==> src/rtl/mem_port_arbiter_pkg.sv <==
// Shared types and constants for the two-port memory arbiter.
// State encoding, port indices and one-hot grant codes.
package mem_arb_pkg;

  typedef enum logic [1:0] {
    IDLE   = 2'd0,
    ACCESS = 2'd1,
    RESP   = 2'd2
  } state_e;

  localparam int PORT_CPU = 0;
  localparam int PORT_DMA = 1;

  localparam logic [1:0] GNT_NONE = 2'b00;
  localparam logic [1:0] GNT_CPU  = 2'b01;
  localparam logic [1:0] GNT_DMA  = 2'b10;

  // One-hot grant to port index (valid only when a grant is set).
  function automatic logic gnt_idx(logic [1:0] g);
    return g[1];
  endfunction

endpackage

==> src/rtl/mem_port_arbiter_if.sv <==
// Requester port bundle (req/we/lock/addr/wdata -> ack/rdata)
// and memory-side bundle (cs/we/addr/wdata -> rdata).
interface mem_arb_req_if #(
  parameter int AW = 7,
  parameter int DW = 32
);
  logic          req;
  logic          we;
  logic          lock;
  logic [AW-1:0] addr;
  logic [DW-1:0] wdata;
  logic          ack;
  logic [DW-1:0] rdata;

  modport master (
    output req, we, lock, addr, wdata,
    input  ack, rdata
  );
  modport slave (
    input  req, we, lock, addr, wdata,
    output ack, rdata
  );
endinterface

interface mem_arb_mem_if #(
  parameter int AW = 7,
  parameter int DW = 32
);
  logic          cs;
  logic          we;
  logic [AW-1:0] addr;
  logic [DW-1:0] wdata;
  logic [DW-1:0] rdata;

  modport master (
    output cs, we, addr, wdata,
    input  rdata
  );
  modport slave (
    input  cs, we, addr, wdata,
    output rdata
  );
endinterface

==> src/rtl/mem_port_arbiter_rr_pick2.sv <==
// Combinational 2-way round-robin picker.
// req_i/mask_i/last_i (last served index) -> one-hot gnt_o.
module rr_pick2
  import mem_arb_pkg::*;
(
  input  logic [1:0] req_i,
  input  logic [1:0] mask_i,
  input  logic       last_i,
  output logic [1:0] gnt_o
);

  logic [1:0] eff;
  assign eff = req_i & ~mask_i;

  always_comb begin
    gnt_o = GNT_NONE;
    unique case (1'b1)
      (eff == 2'b11): gnt_o = last_i ? GNT_CPU : GNT_DMA;
      (eff == 2'b01): gnt_o = GNT_CPU;
      (eff == 2'b10): gnt_o = GNT_DMA;
      default:        gnt_o = GNT_NONE;
    endcase
  end

endmodule

==> src/rtl/mem_port_arbiter.sv <==
// Two-requester arbiter for a single-port memory: CPU (p0), DMA (p1).
// Ports: CLK, RST_N, p0/p1 requester bundles, mem bundle, GNT, BUSY.
module mem_port_arbiter
  import mem_arb_pkg::*;
#(
  parameter int AW       = 7,
  parameter int DW       = 32,
  parameter int MAX_LOCK = 4
) (
  input  logic          CLK,
  input  logic          RST_N,
  mem_arb_req_if.slave  p0,
  mem_arb_req_if.slave  p1,
  mem_arb_mem_if.master mem,
  output logic [1:0]    GNT,
  output logic          BUSY
);

  localparam int CW = $clog2(MAX_LOCK + 1);
  localparam logic [CW-1:0] LOCK_MAX = CW'(MAX_LOCK);

  state_e        state_q, state_d;
  logic [1:0]    gnt_q, gnt_d;
  logic          last_q, last_d;
  logic [CW-1:0] cnt_q, cnt_d;
  logic          we_q, we_d;
  logic [AW-1:0] addr_q, addr_d;
  logic [DW-1:0] wdata_q, wdata_d;
  logic [DW-1:0] rd0_q, rd0_d;
  logic [DW-1:0] rd1_q, rd1_d;

  logic [1:0]    req, we_in, lock_in;
  logic [AW-1:0] addr_in [2];
  logic [DW-1:0] wdata_in [2];
  logic [1:0]    mask, pick, win;
  logic          own, keep, arb;

  assign req[PORT_CPU]      = p0.req;
  assign req[PORT_DMA]      = p1.req;
  assign we_in[PORT_CPU]    = p0.we;
  assign we_in[PORT_DMA]    = p1.we;
  assign lock_in[PORT_CPU]  = p0.lock;
  assign lock_in[PORT_DMA]  = p1.lock;
  assign addr_in[PORT_CPU]  = p0.addr;
  assign addr_in[PORT_DMA]  = p1.addr;
  assign wdata_in[PORT_CPU] = p0.wdata;
  assign wdata_in[PORT_DMA] = p1.wdata;

  assign own = gnt_idx(gnt_q);
  assign arb = (state_q != ACCESS);

  // Locked owner keeps the grant unless its budget is spent
  // while the other port is waiting.
  assign keep = (state_q == RESP) & lock_in[own] & req[own]
              & ((cnt_q < LOCK_MAX) | ~req[~own]);

  // The owner's REQ is still high in RESP for the access just done.
  assign mask = (state_q == RESP) ? gnt_q : GNT_NONE;

  rr_pick2 u_pick (
    .req_i  (req),
    .mask_i (mask),
    .last_i (last_q),
    .gnt_o  (pick)
  );

  assign win = keep ? gnt_q : pick;

  always_ff @(posedge CLK or negedge RST_N) begin
    if (!RST_N) begin
      state_q <= IDLE;
      gnt_q   <= GNT_NONE;
      last_q  <= 1'b1;
      cnt_q   <= '0;
      we_q    <= 1'b0;
      addr_q  <= '0;
      wdata_q <= '0;
      rd0_q   <= '0;
      rd1_q   <= '0;
    end else begin
      state_q <= state_d;
      gnt_q   <= gnt_d;
      last_q  <= last_d;
      cnt_q   <= cnt_d;
      we_q    <= we_d;
      addr_q  <= addr_d;
      wdata_q <= wdata_d;
      rd0_q   <= rd0_d;
      rd1_q   <= rd1_d;
    end
  end

  always_comb begin
    state_d = state_q;
    unique case (state_q)
      IDLE:    if (|win) state_d = ACCESS;
      ACCESS:  state_d = RESP;
      RESP:    state_d = (|win) ? ACCESS : IDLE;
      default: state_d = IDLE;
    endcase
  end

  always_comb begin
    gnt_d   = gnt_q;
    last_d  = last_q;
    cnt_d   = cnt_q;
    we_d    = we_q;
    addr_d  = addr_q;
    wdata_d = wdata_q;
    rd0_d   = rd0_q;
    rd1_d   = rd1_q;
    if (arb) begin
      gnt_d = win;
      cnt_d = '0;
      if (keep) begin
        cnt_d = (cnt_q == LOCK_MAX) ? cnt_q : cnt_q + CW'(1);
      end
      if (|win) begin
        last_d  = gnt_idx(win);
        we_d    = we_in[gnt_idx(win)];
        addr_d  = addr_in[gnt_idx(win)];
        wdata_d = wdata_in[gnt_idx(win)];
      end
    end
    if (state_q == ACCESS && !we_q) begin
      if (gnt_q[PORT_CPU]) rd0_d = mem.rdata;
      else                 rd1_d = mem.rdata;
    end
  end

  always_comb begin
    mem.cs    = (state_q == ACCESS);
    mem.we    = (state_q == ACCESS) & we_q;
    mem.addr  = addr_q;
    mem.wdata = wdata_q;
    p0.ack    = (state_q == RESP) & gnt_q[PORT_CPU];
    p1.ack    = (state_q == RESP) & gnt_q[PORT_DMA];
    p0.rdata  = rd0_q;
    p1.rdata  = rd1_q;
    GNT       = gnt_q;
    BUSY      = (state_q != IDLE);
  end

endmodule

==> src/flat_wrapper.sv <==
// flat-port wrapper written by rule: the top's interface ports become plain ports
module mem_port_arbiter_flat import mem_arb_pkg::*;
#(
  parameter int AW       = 7,
  parameter int DW       = 32,
  parameter int MAX_LOCK = 4
)
  (CLK, RST_N, GNT, BUSY, p0_req, p0_we, p0_lock, p0_addr, p0_wdata, p0_ack, p0_rdata, p1_req, p1_we, p1_lock, p1_addr, p1_wdata, p1_ack, p1_rdata, mem_cs, mem_we, mem_addr, mem_wdata, mem_rdata);
  mem_arb_req_if #(.AW(AW), .DW(DW)) p0_i ();
  mem_arb_req_if #(.AW(AW), .DW(DW)) p1_i ();
  mem_arb_mem_if #(.AW(AW), .DW(DW)) mem_i ();
  input  logic CLK;
  input  logic RST_N;
  output logic [1:0] GNT;
  output logic BUSY;
  input wire logic [$bits(p0_i.req)-1:0] p0_req;
  input wire logic [$bits(p0_i.we)-1:0] p0_we;
  input wire logic [$bits(p0_i.lock)-1:0] p0_lock;
  input wire logic [$bits(p0_i.addr)-1:0] p0_addr;
  input wire logic [$bits(p0_i.wdata)-1:0] p0_wdata;
  output wire logic [$bits(p0_i.ack)-1:0] p0_ack;
  output wire logic [$bits(p0_i.rdata)-1:0] p0_rdata;
  input wire logic [$bits(p1_i.req)-1:0] p1_req;
  input wire logic [$bits(p1_i.we)-1:0] p1_we;
  input wire logic [$bits(p1_i.lock)-1:0] p1_lock;
  input wire logic [$bits(p1_i.addr)-1:0] p1_addr;
  input wire logic [$bits(p1_i.wdata)-1:0] p1_wdata;
  output wire logic [$bits(p1_i.ack)-1:0] p1_ack;
  output wire logic [$bits(p1_i.rdata)-1:0] p1_rdata;
  output wire logic [$bits(mem_i.cs)-1:0] mem_cs;
  output wire logic [$bits(mem_i.we)-1:0] mem_we;
  output wire logic [$bits(mem_i.addr)-1:0] mem_addr;
  output wire logic [$bits(mem_i.wdata)-1:0] mem_wdata;
  input wire logic [$bits(mem_i.rdata)-1:0] mem_rdata;
  assign p0_i.req = p0_req;
  assign p0_i.we = p0_we;
  assign p0_i.lock = p0_lock;
  assign p0_i.addr = p0_addr;
  assign p0_i.wdata = p0_wdata;
  assign p0_ack = p0_i.ack;
  assign p0_rdata = p0_i.rdata;
  assign p1_i.req = p1_req;
  assign p1_i.we = p1_we;
  assign p1_i.lock = p1_lock;
  assign p1_i.addr = p1_addr;
  assign p1_i.wdata = p1_wdata;
  assign p1_ack = p1_i.ack;
  assign p1_rdata = p1_i.rdata;
  assign mem_cs = mem_i.cs;
  assign mem_we = mem_i.we;
  assign mem_addr = mem_i.addr;
  assign mem_wdata = mem_i.wdata;
  assign mem_i.rdata = mem_rdata;
  mem_port_arbiter #(.AW(AW), .DW(DW), .MAX_LOCK(MAX_LOCK)) u_core (.CLK(CLK), .RST_N(RST_N), .p0(p0_i), .p1(p1_i), .mem(mem_i), .GNT(GNT), .BUSY(BUSY));
endmodule
==> config.mk <==
export PLATFORM = sky130hd
export DESIGN_NAME = mem_port_arbiter_flat
export DESIGN_NICKNAME = d
export VERILOG_FILES = /design/src/rtl/mem_port_arbiter_pkg.sv /design/src/rtl/mem_port_arbiter_if.sv /design/src/rtl/mem_port_arbiter_rr_pick2.sv /design/src/rtl/mem_port_arbiter.sv /design/src/flat_wrapper.sv
export SDC_FILE = /design/constraint.sdc
export NUM_CORES = 1
export LEC_CHECK = 0
export ABC_AREA = 1
export CAP_MARGIN = 20
export CELL_PAD_IN_SITES_DETAIL_PLACEMENT = 1
export CELL_PAD_IN_SITES_GLOBAL_PLACEMENT = 1
export CORE_ASPECT_RATIO = 0.6
export CORE_UTILIZATION = 27
export CTS_CLUSTER_SIZE = 8
export DETAILED_ROUTE_END_ITERATION = 16
export HOLD_SLACK_MARGIN = 0.05
export PLACE_DENSITY_LB_ADDON = 0.08
export SLEW_MARGIN = 10
export SYNTH_ARGS = -nofsm -noshare
export SYNTH_HDL_FRONTEND = slang
export SYNTH_SLANG_ARGS = --single-unit
==> constraint.sdc <==
create_clock -name CLK -period 1.5 [get_ports CLK]
set_input_delay 0.225 -clock CLK [delete_from_list [all_inputs] [get_ports CLK]]
set_output_delay 0.225 -clock CLK [all_outputs]
set_load 0.05 [all_outputs]
==> results by stage, run 1 <==
Critical path:
- STA classifies the critical path endpoint as a flop.
- The biggest fanout along the worst timing path is 10.
- The critical path data arrival time is 1.94 ns.
- The worst path buffer plus inverter count is 2.
- The category of the worst setup path launch point is a flop.
- In this design, the stage delay of the slowest critical-path cell is 0.45 ns.
- Among cell families on the critical path, the largest total delay comes from simple AND/OR/NAND/NOR gates.
- The setup path with the least slack is of type flop to flop.
- The largest individual stage delay along the critical path comes from the cell sky130_fd_sc_hd__dfrtp_2.
- The data required time at the worst endpoint is 1.75 ns.
- Traced cell by cell, the critical path runs through inv_2 -> nand2_1 -> nand3_4 -> nand3_4 -> nand2_4 -> nand2_4 -> clkbuf_16 -> nand2_1 -> nand2_1 -> nand2_4 -> nand2_2.
- Across all register-to-register paths, the minimum setup slack is -0.20 ns.

STA:
- Hold is met by 0.334 ns.
- Once routing completed, OpenROAD measured the worst setup slack at -0.196 ns.
- For the pin with the worst max-slew slack, the measured transition is 0.373 ns.
- The hold violation count in the final report is 0.
- Setup repair after global routing could not meet its margin everywhere.
- On the final layout, the worst clock skew is 0.00710 ns.
- Subtracting the final worst setup slack from the clock period gives 1.70 ns.
- In this run the tightest slew margin relative to its limit is 0.751.
- Of the available clock period, the critical path in the final layout requires 1.13.
- Timing would allow up to 590 MHz.
- Setup violations remaining at the end of the flow were counted as 111.
- The number of pins with negative max-slew slack in the final report is 0.

CTS:
- Buffers inserted during clock tree synthesis total 9.
- TritonCTS built the clock tree.
- The register clock-pin slew on the reported worst setup and hold paths is 0.08 ns.
- The clock tree synthesis step divided the H-tree into 3 levels.
- In this run the deepest clock path goes through 2 buffers.
- The cell chosen for the clock root is sky130_fd_sc_hd__clkbuf_16.
- The number of clock sinks is 112.
- The source-to-sink clock delay at the later pin of the worst-skew pair is 0.35 ns.

Cells and area:
- Summing all multi-input logic gate instances after layout gives 2490 um2.
- 0 antenna diodes ended up in the layout.
- The number of filler cells placed in the layout is 2,058.
- The area growth from synthesis to layout is 82.3%.
- The final net count is 998.
- Of the cells placed in the final design, the portion with a size suffix greater than 1 is 0.381.
- The register cell area after layout is 2810 um2.

Yosys:
- The synthesized instance count is 614.
- In this run the cell area of the synthesized design comes to 5040 um2.
- After synthesis, the largest family of logic cells by area is simple AND/OR/NAND/NOR gates.
- The netlist uses 24 different library cells.
- The multiplexer area fraction after synthesis is 0.
- The synthesized-area fraction occupied by and/or/nand/nor cells is 0.292.
- The xor-xnor portion of the synthesized cell area is 0.
- The average instance in the mapped netlist occupies 8.21 um2.
- The number of storage elements in the synthesis netlist is 112.
- After synthesis, the cell types taking the most area are sky130_fd_sc_hd__dfrtp_1 55%, sky130_fd_sc_hd__nand2_1 18%, sky130_fd_sc_hd__nand3_1 8.5%.
- The most frequently used cell type in the post-synthesis netlist is sky130_fd_sc_hd__nand2_1.
- The number of enable-type register cells in the synthesized netlist is 0.
- The sequential-to-total area share from yosys stat is 0.556.
- After synthesis, the share of flip-flops with an asynchronous set or reset is 1.00.
- The number of nets handed over by synthesis was 734.
- For this run, the number of Yosys warnings is 0.
- The synthesized-area fraction occupied by ao, oa, aoi and oai cells came to 0.0713.
- Among all flip-flop cells after synthesis, the most frequent one is sky130_fd_sc_hd__dfrtp_1.
- The commonest cells after synthesis are 242 x sky130_fd_sc_hd__nand2_1, 111 x sky130_fd_sc_hd__dfrtp_1, 86 x sky130_fd_sc_hd__nand3_1, 67 x sky130_fd_sc_hd__o21ai_0, 45 x sky130_fd_sc_hd__inv_1.
- Of the total synthesized cell area, the portion taken by full adders, half adders and majority gates is 0.00497.
- The biggest area consumer among synthesized cells is sky130_fd_sc_hd__dfrtp_1.
- The area share of the leading cell type in the synthesized netlist is 0.551.

Power:
- The static leakage is 4.56 nW.
- For this design the ratio of total power to cell area is 2770 nW/um2.
- The peak ir drop on the vdd network is 1.20 mV.
- Overall power consumption after layout is estimated at 25.4 mW.

Flow run:
- The number of maximum-capacitance violations is 0.

Routing:
- The number of vias after detailed routing is 5,258.
- The remaining routing DRC violations is 0.
- The per-cell routed wire length is 19.4 um.
- The iteration-0 DRC count of the detailed router is 286.
- The number of nets with antenna violations after routing is 0.
- For this block, the routed nets add up to 21,800 um of wire.
- The first-pass iteration count of the detailed router is 4.
- The ratio of routed vias to standard cells is 4.68.

Place:
- In this run the tool buffered the top-level ports with 227 buffer cells.
- The detailed-placement wirelength estimate is 12,800 um.
- The global placer's final weighted congestion is 0.810.

Floorplan:
- The initial cell density of the core is 0.277.
- The floorplan step set the die height to 108 um.
- The floorplan has 38 rows.
- The die is 178 um wide.
- The top-level port count is 228.
- The floorplan step defined a die boundary enclosing 19,200 um2.
- After floorplanning, the core was sized to cover 18,200 um2.

Hold path:
- The min-delay analysis places its worst path in the category primary input to asynchronous set/reset pin.

Global route:
- The number of global-route vias before repair is 5,455.
- The first global-routing pass estimated 29,100 um of wire.
- The initial antenna violation count is 0.
- The sum of overflow across all layers after global routing is 0.
- Across every metal layer, demand over resource in global routing totals 0.196.
- The largest net degree at the start of global routing is 65.

Outcome:
- The checks that failed: setup timing.
- The run finished, with violations left.
==> where the power goes <==
| part | internal (mW) | switching [mW] |
|---|---|---|
| clock network | 1.48 | 1.18 |
| registers | 4.55 | 1.23 |
| logic | 6.21 | 10.8 |
| total | 12.2 | 13.2 |
==> kinds of logic after synthesis <==
logic type      after synthesis
simple gates                346
compound gates               71
fa+ha+maj                     2
buf+inv                      83
flops                       112
==> placed cells by master, fill, tap and decap left out, drive strengths merged, types with 2 or more instances in the layout <==
master,Yosys,layout
o21ai,67,67
or2,2,2
nand2,245,245
bufinv,0,2
clkdlybuf4s50,0,116
dfrtp,111,111
clkinvlp,0,2
nand3,91,91
a21oi,4,4
nor2,5,5
clkbuf,14,21
inv,47,48
buf,22,161
ha,2,2
==> per-stage QoR <==
| stage | setup TNS (ns) | cells | cell area, um2 | utilization | worst slack (ns) |
|---|---|---|---|---|---|
| 6_report | -15.60 | 1123 | 9190 | 0.506 | -0.196 |
| 5_1_grt | -24.46 | 1123 | 9190 | 0.506 | -0.299 |
| 4_1_cts | -8.93 | 1101 | 8220 | 0.453 | -0.195 |
| 3_5_place_dp | -21.34 | 1076 | 7690 | 0.424 | -0.525 |
| 3_3_place_gp | -17.14 | 1076 | 7690 | 0.424 | -0.402 |
| 2_1_floorplan | -2.54 | 614 | 5110 | - | -0.0638 |
==> registers in the layout, summed over array words and instances, names as in the netlist <==
| name | cells |
|---|---|
| u_core.we_q | 1 |
| u_core.GNT | 2 |
| u_core.p1.rdata | 32 |
| u_core.cnt_q | 3 |
| u_core.p0.rdata | 32 |
| u_core.mem.addr | 7 |
| u_core.last_q | 1 |
| u_core.state_q | 2 |
| u_core.mem.wdata | 32 |
==> path summary, 6_finish.rpt <==
kind / from / end / depth (start not counted)
setup / recovery: u_core.GNT[1] / u_core.mem.wdata[16] / 11
hold / removal: RST_N / u_core.p0.rdata[19] / 2
setup reg to reg: u_core.GNT[1] / u_core.mem.wdata[16] / 11
hold reg to reg: u_core.p0.rdata[3] / u_core.p0.rdata[3] / 2
max in group asynchronous: RST_N / u_core.mem.addr[3] / 3
min in group CLK: mem_rdata[0] / u_core.p0.rdata[0] / 3
==> metal layers <==
metal | up-vias | track usage | wire length (um)
met4 | 0 | 0.0339 | 121
met5 | - | 0 | 0
met1 | 2621 | 0.269 | 10700
met3 | 12 | 0.0434 | 947
li1 | 2488 | - | -
met2 | 137 | 0.317 | 9980
==> worst reg2reg max path: cells and delay by family, from the launching register on <==
family / cells / cell delay [ns]
buffers and inverters: 2 / 0.29
DFF: 1 / 0.45
and+or+nand+nor: 9 / 0.85
==> layout make-up <==
class	instances	area share
tap	240	0.0327
timing repair buffer	289	0.336
clock buffer	10	0.0249
sequential	112	0.306
multi-input combinational	419	0.271
clock inverter	6	0.0101
inverter	47	0.0195
==> what timing repair did <==
| action | CTS | global route |
|---|---|---|
| setup endpoints to repair | 53 | 116 |
| resized for setup | 36 | 216 |
| buffers inserted | 5 | 6 |
| endpoints found under the hold margin | 20 | 0 |
| pin swaps | 1 | 16 |
| cloned | 3 | 17 |
| hold buffers | 1 | 0 |
(Power assumes the default switching activity.)
==> run 2: changes to the inputs <==
- ABC_AREA: 1 -> default
- CORE_UTILIZATION: 27 -> 28
==> run 2 against run 1 <==
Net effect:
- the run still ends with setup timing left
- clock skew grew 0.0076 ns
- utilization grew 1.4 points
- die area shrank 5.2%
- critical path type unchanged
- largest power group unchanged
==> results by stage, run 2 <==
Yosys:
- The area share of the leading cell type in the synthesized netlist is 0.561.
- The synthesized area divided by synthesized cell count is 11.9 um2.
- The synthesized design contains 112 register bits.
- For this run, the number of Yosys warnings is 0.
- When the netlist entered floorplanning its net count stood at 536.
- The commonest cells after synthesis are 111 x sky130_fd_sc_hd__dfrtp_1, 66 x sky130_fd_sc_hd__mux2_2, 47 x sky130_fd_sc_hd__inv_1, 40 x sky130_fd_sc_hd__nand3_1, 40 x sky130_fd_sc_hd__nand4_1.
- For this run, the register share of the synthesized area comes to 0.567.
- The most frequently used cell type in the post-synthesis netlist is sky130_fd_sc_hd__dfrtp_1.
- The synthesized design spends more area on one cell type than any other, namely sky130_fd_sc_hd__dfrtp_1.
- The synthesized design contains 0 enable-type register cells.
- In this run, distinct cell masters in the synthesized netlist total 35.
- After technology mapping, the gate count stands at 416.
- The share of flip-flops with an asynchronous set or reset after synthesis is 1.00.
- Summing every instance area after synthesis gives 4950 um2.
- Yosys attributes the largest share of cell area to sky130_fd_sc_hd__dfrtp_1 56%, sky130_fd_sc_hd__mux2_2 15%, sky130_fd_sc_hd__o211ai_1 5.5%.
- The most common flop cell mapped by yosys is sky130_fd_sc_hd__dfrtp_1.

Cells and area:
- The final layout contains 811 nets.
- The area growth from synthesis to layout is 81.0%.
- Once layout is done, the placed cells without fillers occupy 8960 um2.
- The top cell types in the final layout, fill and taps aside, are 123 x sky130_fd_sc_hd__buf_4, 116 x sky130_fd_sc_hd__clkdlybuf4s50_1, 109 x sky130_fd_sc_hd__dfrtp_1, 65 x sky130_fd_sc_hd__mux2_4, 46 x sky130_fd_sc_hd__inv_1.
- The share of post-route cells with drive strength above 1 is 0.421.
- 0 antenna diodes ended up in the layout.
- Counting the fill cells in the layout gives 1,777.
- The most common library cell in the layout ignoring fill and taps is sky130_fd_sc_hd__buf_4.
- The utilization after layout is 0.520.

Critical path:
- The classification of the worst setup path is flop to flop.
- The peak per-stage delay on the critical path is 0.49 ns.
- In this run the worst path has a maximum fanout of 7.
- The critical path contains buffers and inverters numbering 2 combined.
- The signal on the critical path passes through mux2_4 -> a2111o_1 -> mux2i_4 -> a21oi_4 -> buf_6 -> buf_12 -> o211ai_1.
- The cell with the largest stage delay on the worst path is sky130_fd_sc_hd__a2111o_1.
- The most critical setup path has its endpoint at u_core.mem.wdata[7].
- The number of cell instances on the worst register-to-register path is 7.
- The launch instance of the worst register-to-register path is u_core.GNT[1].
- The setup slack on the worst flop-to-flop path is -0.66 ns.
- At the worst endpoint, the required time is 1.71 ns.
- The category of the worst setup path launch point is a flop.
- Grouping stages by cell kind, the critical path spends the most delay in compound AO/OA/AOI/OAI gates.
- In this run the number of cells on the critical path is 7.
- The critical path data arrival time is 2.38 ns.
- The start point of the critical path is u_core.GNT[1].
- The worst setup path is captured at a flop.
- The end of the worst register-to-register path is u_core.mem.wdata[7].

Routing:
- The detail route stage leaves a number of antenna-violating nets equal to 0.
- The first-pass iteration count of the detailed router is 4.
- The final wirelength is 19,700 um.
- The final route contains 4,491 vias.
- After detailed routing, the number of vias per cell comes to 4.83.
- After detailed routing, the average wire length per cell comes to 21.2 um.
- The detailed router finished its first iteration with 235 violations.
- For this run, design rule violations remaining after detail routing come to 0.

STA:
- Setup violations remaining at the end of the flow were counted as 115.
- Headroom to the max-slew limit came out at 0.749.
- The clock period minus worst slack is 2.16 ns.
- The total negative setup slack is -49.29 ns.
- Setup repair after global routing could not meet its margin everywhere.
- For this run, the top clock speed supported by timing is 462 MHz.
- The clock arrives with 0.0147 ns of skew.
- The part of the cycle the worst path needs is 1.44.
- The hold violation count in the final report came to 0.
- For the pin with the worst max-slew slack, the measured transition is 0.376 ns.
- The number of pins with negative max-slew slack in the final report is 0.
- The final worst slack is -0.664 ns.

CTS:
- Counting along the longest clock path gives a buffer depth of 2.
- TritonCTS built the clock tree.
- For the worst-skew pair, the clock arrives at the later sink with an insertion delay of 0.35 ns.
- In this run the number of H-tree levels came out at 3.
- The register clock-pin slew on the reported worst setup and hold paths is 0.08 ns.
- The cell chosen for the clock root is sky130_fd_sc_hd__clkbuf_16.
- The TritonCTS buffer count is 9.
- The number of clock sinks is 112.

Power:
- The share of total power dissipated in combinational logic is 0.677.
- The total net switching power is 12.0 mW.
- Power spread over the standard cell area amounts to 2780 nW/um2.
- Of the total power, the share spent switching nets is 0.480.
- The share of total power dissipated in sequential elements is 0.225.
- The internal portion of total power is 13.0 mW.
- The clock network fraction of design power is 0.098.
- IR analysis of the VDD net gives a maximum drop of 1.21 mV.
- The static leakage is 4.04 nW.
- The overall power after layout is 24.9 mW.

Hold path:
- The type of the worst min-delay path is primary input to asynchronous set/reset pin.

Place:
- The global placer's final weighted congestion is 0.783.
- Summed over all nets, the half-perimeter wirelength after detailed placement is 12,500 um.
- The number of I/O port buffers is 227.
- OpenSTA, run right after detailed placement, puts the worst setup slack at -1.06 ns.
- The instance area after placement is 7660 um2.

Global route:
- The first global-routing pass estimated 29,500 um of wire.
- The initial antenna violation count was 0.
- The largest net degree at the start of global routing is 44.
- In the global route stage, overall resource usage came out at 0.210.
- The number of global-route vias before repair is 4,940.
- Global routing finished with a remaining overflow of 0.

Flow run:
- The number of maximum-capacitance violations is 0.

Floorplan:
- In this run the vertical extent of the chip is 105 um.
- In this run the horizontal extent of the chip is 174 um.
- The overall die area is 18,200 um2.
- The top-level port count is 228.
- The initial cell density of the core is 0.287.
- The region available for standard cell placement spans 17,200 um2.
- The floorplan has 37 rows.

Outcome:
- The final reports fail on setup timing.
- The flow ran to the end, but the final reports show violations.
[run 2: how the worst min path moves through the flow]
stage	startpoint	to	slack, ns	depth (start not counted)
floorplan	RST_N	u_core.GNT[0]	-0.07	0
global placement	RST_N	u_core.p0.rdata[16]	0.08	1
detailed placement	RST_N	u_core.p0.rdata[16]	0.08	1
CTS	RST_N	u_core.p1.rdata[16]	0.25	2
global route	RST_N	u_core.p1.rdata[16]	0.27	2
finish	RST_N	u_core.p1.rdata[16]	0.26	2
[run 2: area by class of cell]
| type | instances | area (um2) | area share |
|---|---|---|---|
| repair buffers | 298 | 3240 | 0.362 |
| flip-flops and latches | 112 | 2810 | 0.313 |
| multi-input cells | 222 | 2130 | 0.237 |
| well taps | 234 | 293 | 0.0327 |
| clock buffers | 10 | 239 | 0.0267 |
| inverters | 48 | 190 | 0.0212 |
| clock inverters | 6 | 61.3 | 0.00684 |
[run 2: stage by stage]
stage,cells,hold slack [ns]
final,930,0.264
after floorplan,416,-0.0706
after CTS,914,0.247
after global routing,930,0.273
after global placement,878,0.0795
after detailed placement,878,0.0812
[run 2: per-layer routing]
layer / vias up / GRT usage / routed length [um]
met5: - / 0 / 0
met4: 0 / 0.0263 / 51
met3: 6 / 0.0549 / 1210
met2: 165 / 0.322 / 8460
met1: 2271 / 0.303 / 9980
li1: 2049 / - / -
[run 2: cells by family (layout without fill, tap and decap cells)]
kind of cell | after synthesis | in the layout | share of synthesized area
buffers and inverters | 82 | 362 | 0.0733
adder cells (fa/ha/maj) | 2 | 2 | 0.00506
AO/OA/AOI/OAI | 59 | 59 | 0.0923
flip-flops | 112 | 112 | 0.567
AND/OR/NAND/NOR | 93 | 93 | 0.105
multiplexers | 68 | 68 | 0.158
[run 2: what timing repair did]
item | in CTS | in global routing
resized for setup | 102 | 16
hold buffers | 1 | 0
pin swaps | 6 | 7
endpoints found under the setup margin | 116 | 116
gates cloned | 9 | 9
hold endpoints to repair | 111 | 0
buffers inserted | 10 | 10
[run 2: power by group through the flow]
stage          Combinational, mW  Sequential [mW]  Clock [mW]
6_report                    16.9             5.60        2.43
5_1_grt                     17.6             5.77        2.62
4_1_cts                     15.9             5.60        2.52
3_5_place_dp                13.9             5.59           0
3_3_place_gp                13.6             5.52           0
2_1_floorplan               4.00             10.4           0
==> run 3: changes to the inputs <==
- CELL_PAD_IN_SITES_GLOBAL_PLACEMENT: 1 -> 2
- CORE_MARGIN: default -> 2
- CORE_UTILIZATION: 28 -> 23
==> run 3 against run 2 <==
Net effect:
- flip-flop and latch count is the same
- setup slack gained 0.057 ns
- count of clock-buffer cells in the layout is the same
- die area grew 25%
- via count shrank 2.1%
- design area shrank 3.4%
- the flow still finishes with violations (setup timing)
- global-route usage shrank 3.7 points
- power shrank 4.8%
- critical endpoint is now u_core.mem.addr[6]
- sequential power shrank 1%
- utilization shrank 11 points
- critical path type unchanged
==> results by stage, run 3 (synthesized netlist as in run 2, its figures left out) <==
Routing:
- The detail route stage leaves a number of antenna-violating nets equal to 0.
- The detailed router finished its first iteration with 169 violations.
- For this block, the routed nets add up to 19,200 um of wire.
- Detailed routing placed a total of 1450 um of wire on met3.
- After detailed routing, the average wire length per cell comes to 19.9 um.
- The wire length on met2 is 8410 um.
- The highest routed metal layer is met4.
- The total routed wire length on the met1 layer is 9120 um.
- The remaining routing DRC violations is 0.
- The detailed router placed 4,396 vias in this run.
- Dividing the detail-routed via count by the number of cells gives 4.55.
- For this run, the detailed router's first-pass iteration total came to 4.

CTS:
- The TritonCTS clock tree is done.
- CTS built an H-tree with a depth of 3.
- The source-to-sink clock delay at the later pin of the worst-skew pair is 0.36 ns.
- The number of clock sinks is 112.
- Counting along the longest clock path gives a buffer depth of 2.
- In this run the clock root is driven by a sky130_fd_sc_hd__clkbuf_16.
- Clock-pin slew was measured on the worst setup and hold paths at 0.08 ns.
- In this run, CTS created clock tree buffers numbering 9.

Floorplan:
- The floorplan has 41 rows.
- The die covers 22,700 um2.
- The die is 118 um tall.
- The width of the die is 193 um.
- The top-level port count is 228.
- The initial cell density of the core is 0.235.
- The total area inside the core boundary comes to 21,100 um2.

Critical path:
- The cell family contributing the most delay on the critical path is compound AO/OA/AOI/OAI gates.
- The classification of the worst setup path is flop to flop.
- Along the worst path, the maximum fanout reaches 22.
- The cell with the largest stage delay on the worst path is sky130_fd_sc_hd__a2111o_1.
- STA puts the critical path data arrival time at 2.34 ns.
- The peak per-stage delay on the critical path is 0.47 ns.
- The data required time at the worst endpoint is 1.73 ns.
- Traced cell by cell, the critical path runs through mux2_4 -> a2111o_1 -> a21o_4 -> buf_4 -> buf_12 -> nand4_1 -> o211ai_1.
- STA classifies the critical path endpoint as a flop.
- The category of the worst setup path launch point is a flop.
- The setup slack on the worst flop-to-flop path is -0.61 ns.
- Together, buffers and inverters on the worst path number 2.

Cells and area:
- The final net count is 802.
- 0 antenna diodes ended up in the layout.
- Once layout is complete, the cells apart from fillers number 966.
- Summing all non-filler instances in the final layout gives an area of 8650 um2.
- The utilization after layout is 0.410.
- Relative to the synthesized area, the layout overhead comes to 74.9%.
- The library cell used most frequently in the layout, excluding fill and tap cells, is sky130_fd_sc_hd__buf_4.
- In the layout the commonest cells are 128 x sky130_fd_sc_hd__buf_4, 116 x sky130_fd_sc_hd__clkdlybuf4s50_1, 109 x sky130_fd_sc_hd__dfrtp_1, 65 x sky130_fd_sc_hd__mux2_4, 46 x sky130_fd_sc_hd__inv_1.
- Of the cells placed in the final design, the portion with a size suffix greater than 1 is 0.406.

Outcome:
- The run finished, with violations left.
- The final reports fail on setup timing.

Global route:
- The sum of overflow across all layers after global routing is 0.
- Entering global routing, the biggest net connects 58 pins.
- The initial antenna violation count is 1.
- The number of global-route vias before repair is 5,010.
- The first-pass GRT wire length is 30,400 um.
- For this run, the total global-route usage over all layers was measured as 0.173.

STA:
- Between clock sinks in the finished design, the worst skew comes to 0.00700 ns.
- The maximum clock frequency is 475 MHz.
- Of the available clock period, the critical path in the final layout requires 1.40.
- The max-slew headroom at the worst pin is 0.762.
- The number of pins with negative max-slew slack in the final report is 0.
- Setup repair after global routing could not meet its margin everywhere.
- The total of endpoints with negative setup slack in the final report is 115.
- The hold violation count in the final report is 0.
- The total negative setup slack is -39.03 ns.
- The final worst slack is -0.607 ns.
- The clock period minus worst slack is 2.11 ns.
- The actual slew at the worst max-slew pin is 0.355 ns.

Place:
- The number of I/O port buffers is 227.
- The cell count after placement is 925.
- The instance area after placement is 7660 um2.
- Once detailed placement completed, the half-perimeter wirelength came to 13,000 um.
- At the end of routability-driven placement, the weighted congestion stood at 0.751.

Power:
- The ratio of total power to cell area is 2740 nW/um2.
- The static leakage is 3.88 nW.
- The peak ir drop on the vdd network is 1.79 mV.

Hold path:
- In this run the worst hold path is classified as primary input to asynchronous set/reset pin.

Flow run:
- The number of maximum-capacitance violations is 0.
-- run 3: cell type report --
class	instances	area [um2]
Clock buffer	10	229
Clock inverter	6	72.6
Fill cell	2257	12400
Inverter	48	188
Multi-Input combinational cell	222	2100
Sequential cell	112	2810
Tap cell	279	349
Timing Repair Buffer	289	2910
-- run 3: path summary, 6_finish.rpt --
kind,from,to,cells after the start
setup reg to reg,u_core.GNT[1],u_core.mem.addr[6],7
hold reg to reg,u_core.last_q,u_core.last_q,2
hold / removal,RST_N,u_core.mem.wdata[26],2
max in group asynchronous,RST_N,u_core.p0.rdata[12],3
setup / recovery,u_core.GNT[1],u_core.mem.addr[6],7
min in group CLK,p1_wdata[26],u_core.mem.wdata[26],3
-- run 3: metal layers --
| layer | global-route usage | vias to the layer above |
|---|---|---|
| li1 | - | 2029 |
| met1 | 0.237 | 2210 |
| met2 | 0.256 | 141 |
| met3 | 0.0693 | 16 |
| met4 | 0.0367 | 0 |
| met5 | 0 | - |
-- run 3: repair_timing --
item                                   in CTS  in global routing
setup endpoints to repair                 116                117
pin swaps                                   4                  6
setup buffers                              15                  9
cloned                                      7                  0
resized for setup                          68                 49
hold buffers                                1                  0
endpoints found under the hold margin     111                  0
-- run 3: through the flow --
step	hold WS (ns)	power, mW	setup WS [ns]
after floorplan	-0.0706	14.4	-0.727
after global placement	0.0450	19.1	-0.861
after detailed placement	0.0456	19.4	-1.02
after CTS	0.181	23.6	-0.619
after global routing	0.195	24.9	-0.680
final	0.200	23.7	-0.607
-- run 3: report_power, final --
| group | switching [mW] | total, mW | internal, mW |
|---|---|---|---|
| logic | 9.38 | 15.7 | 6.29 |
| clock network | 1.19 | 2.51 | 1.32 |
| registers | 0.963 | 5.53 | 4.57 |
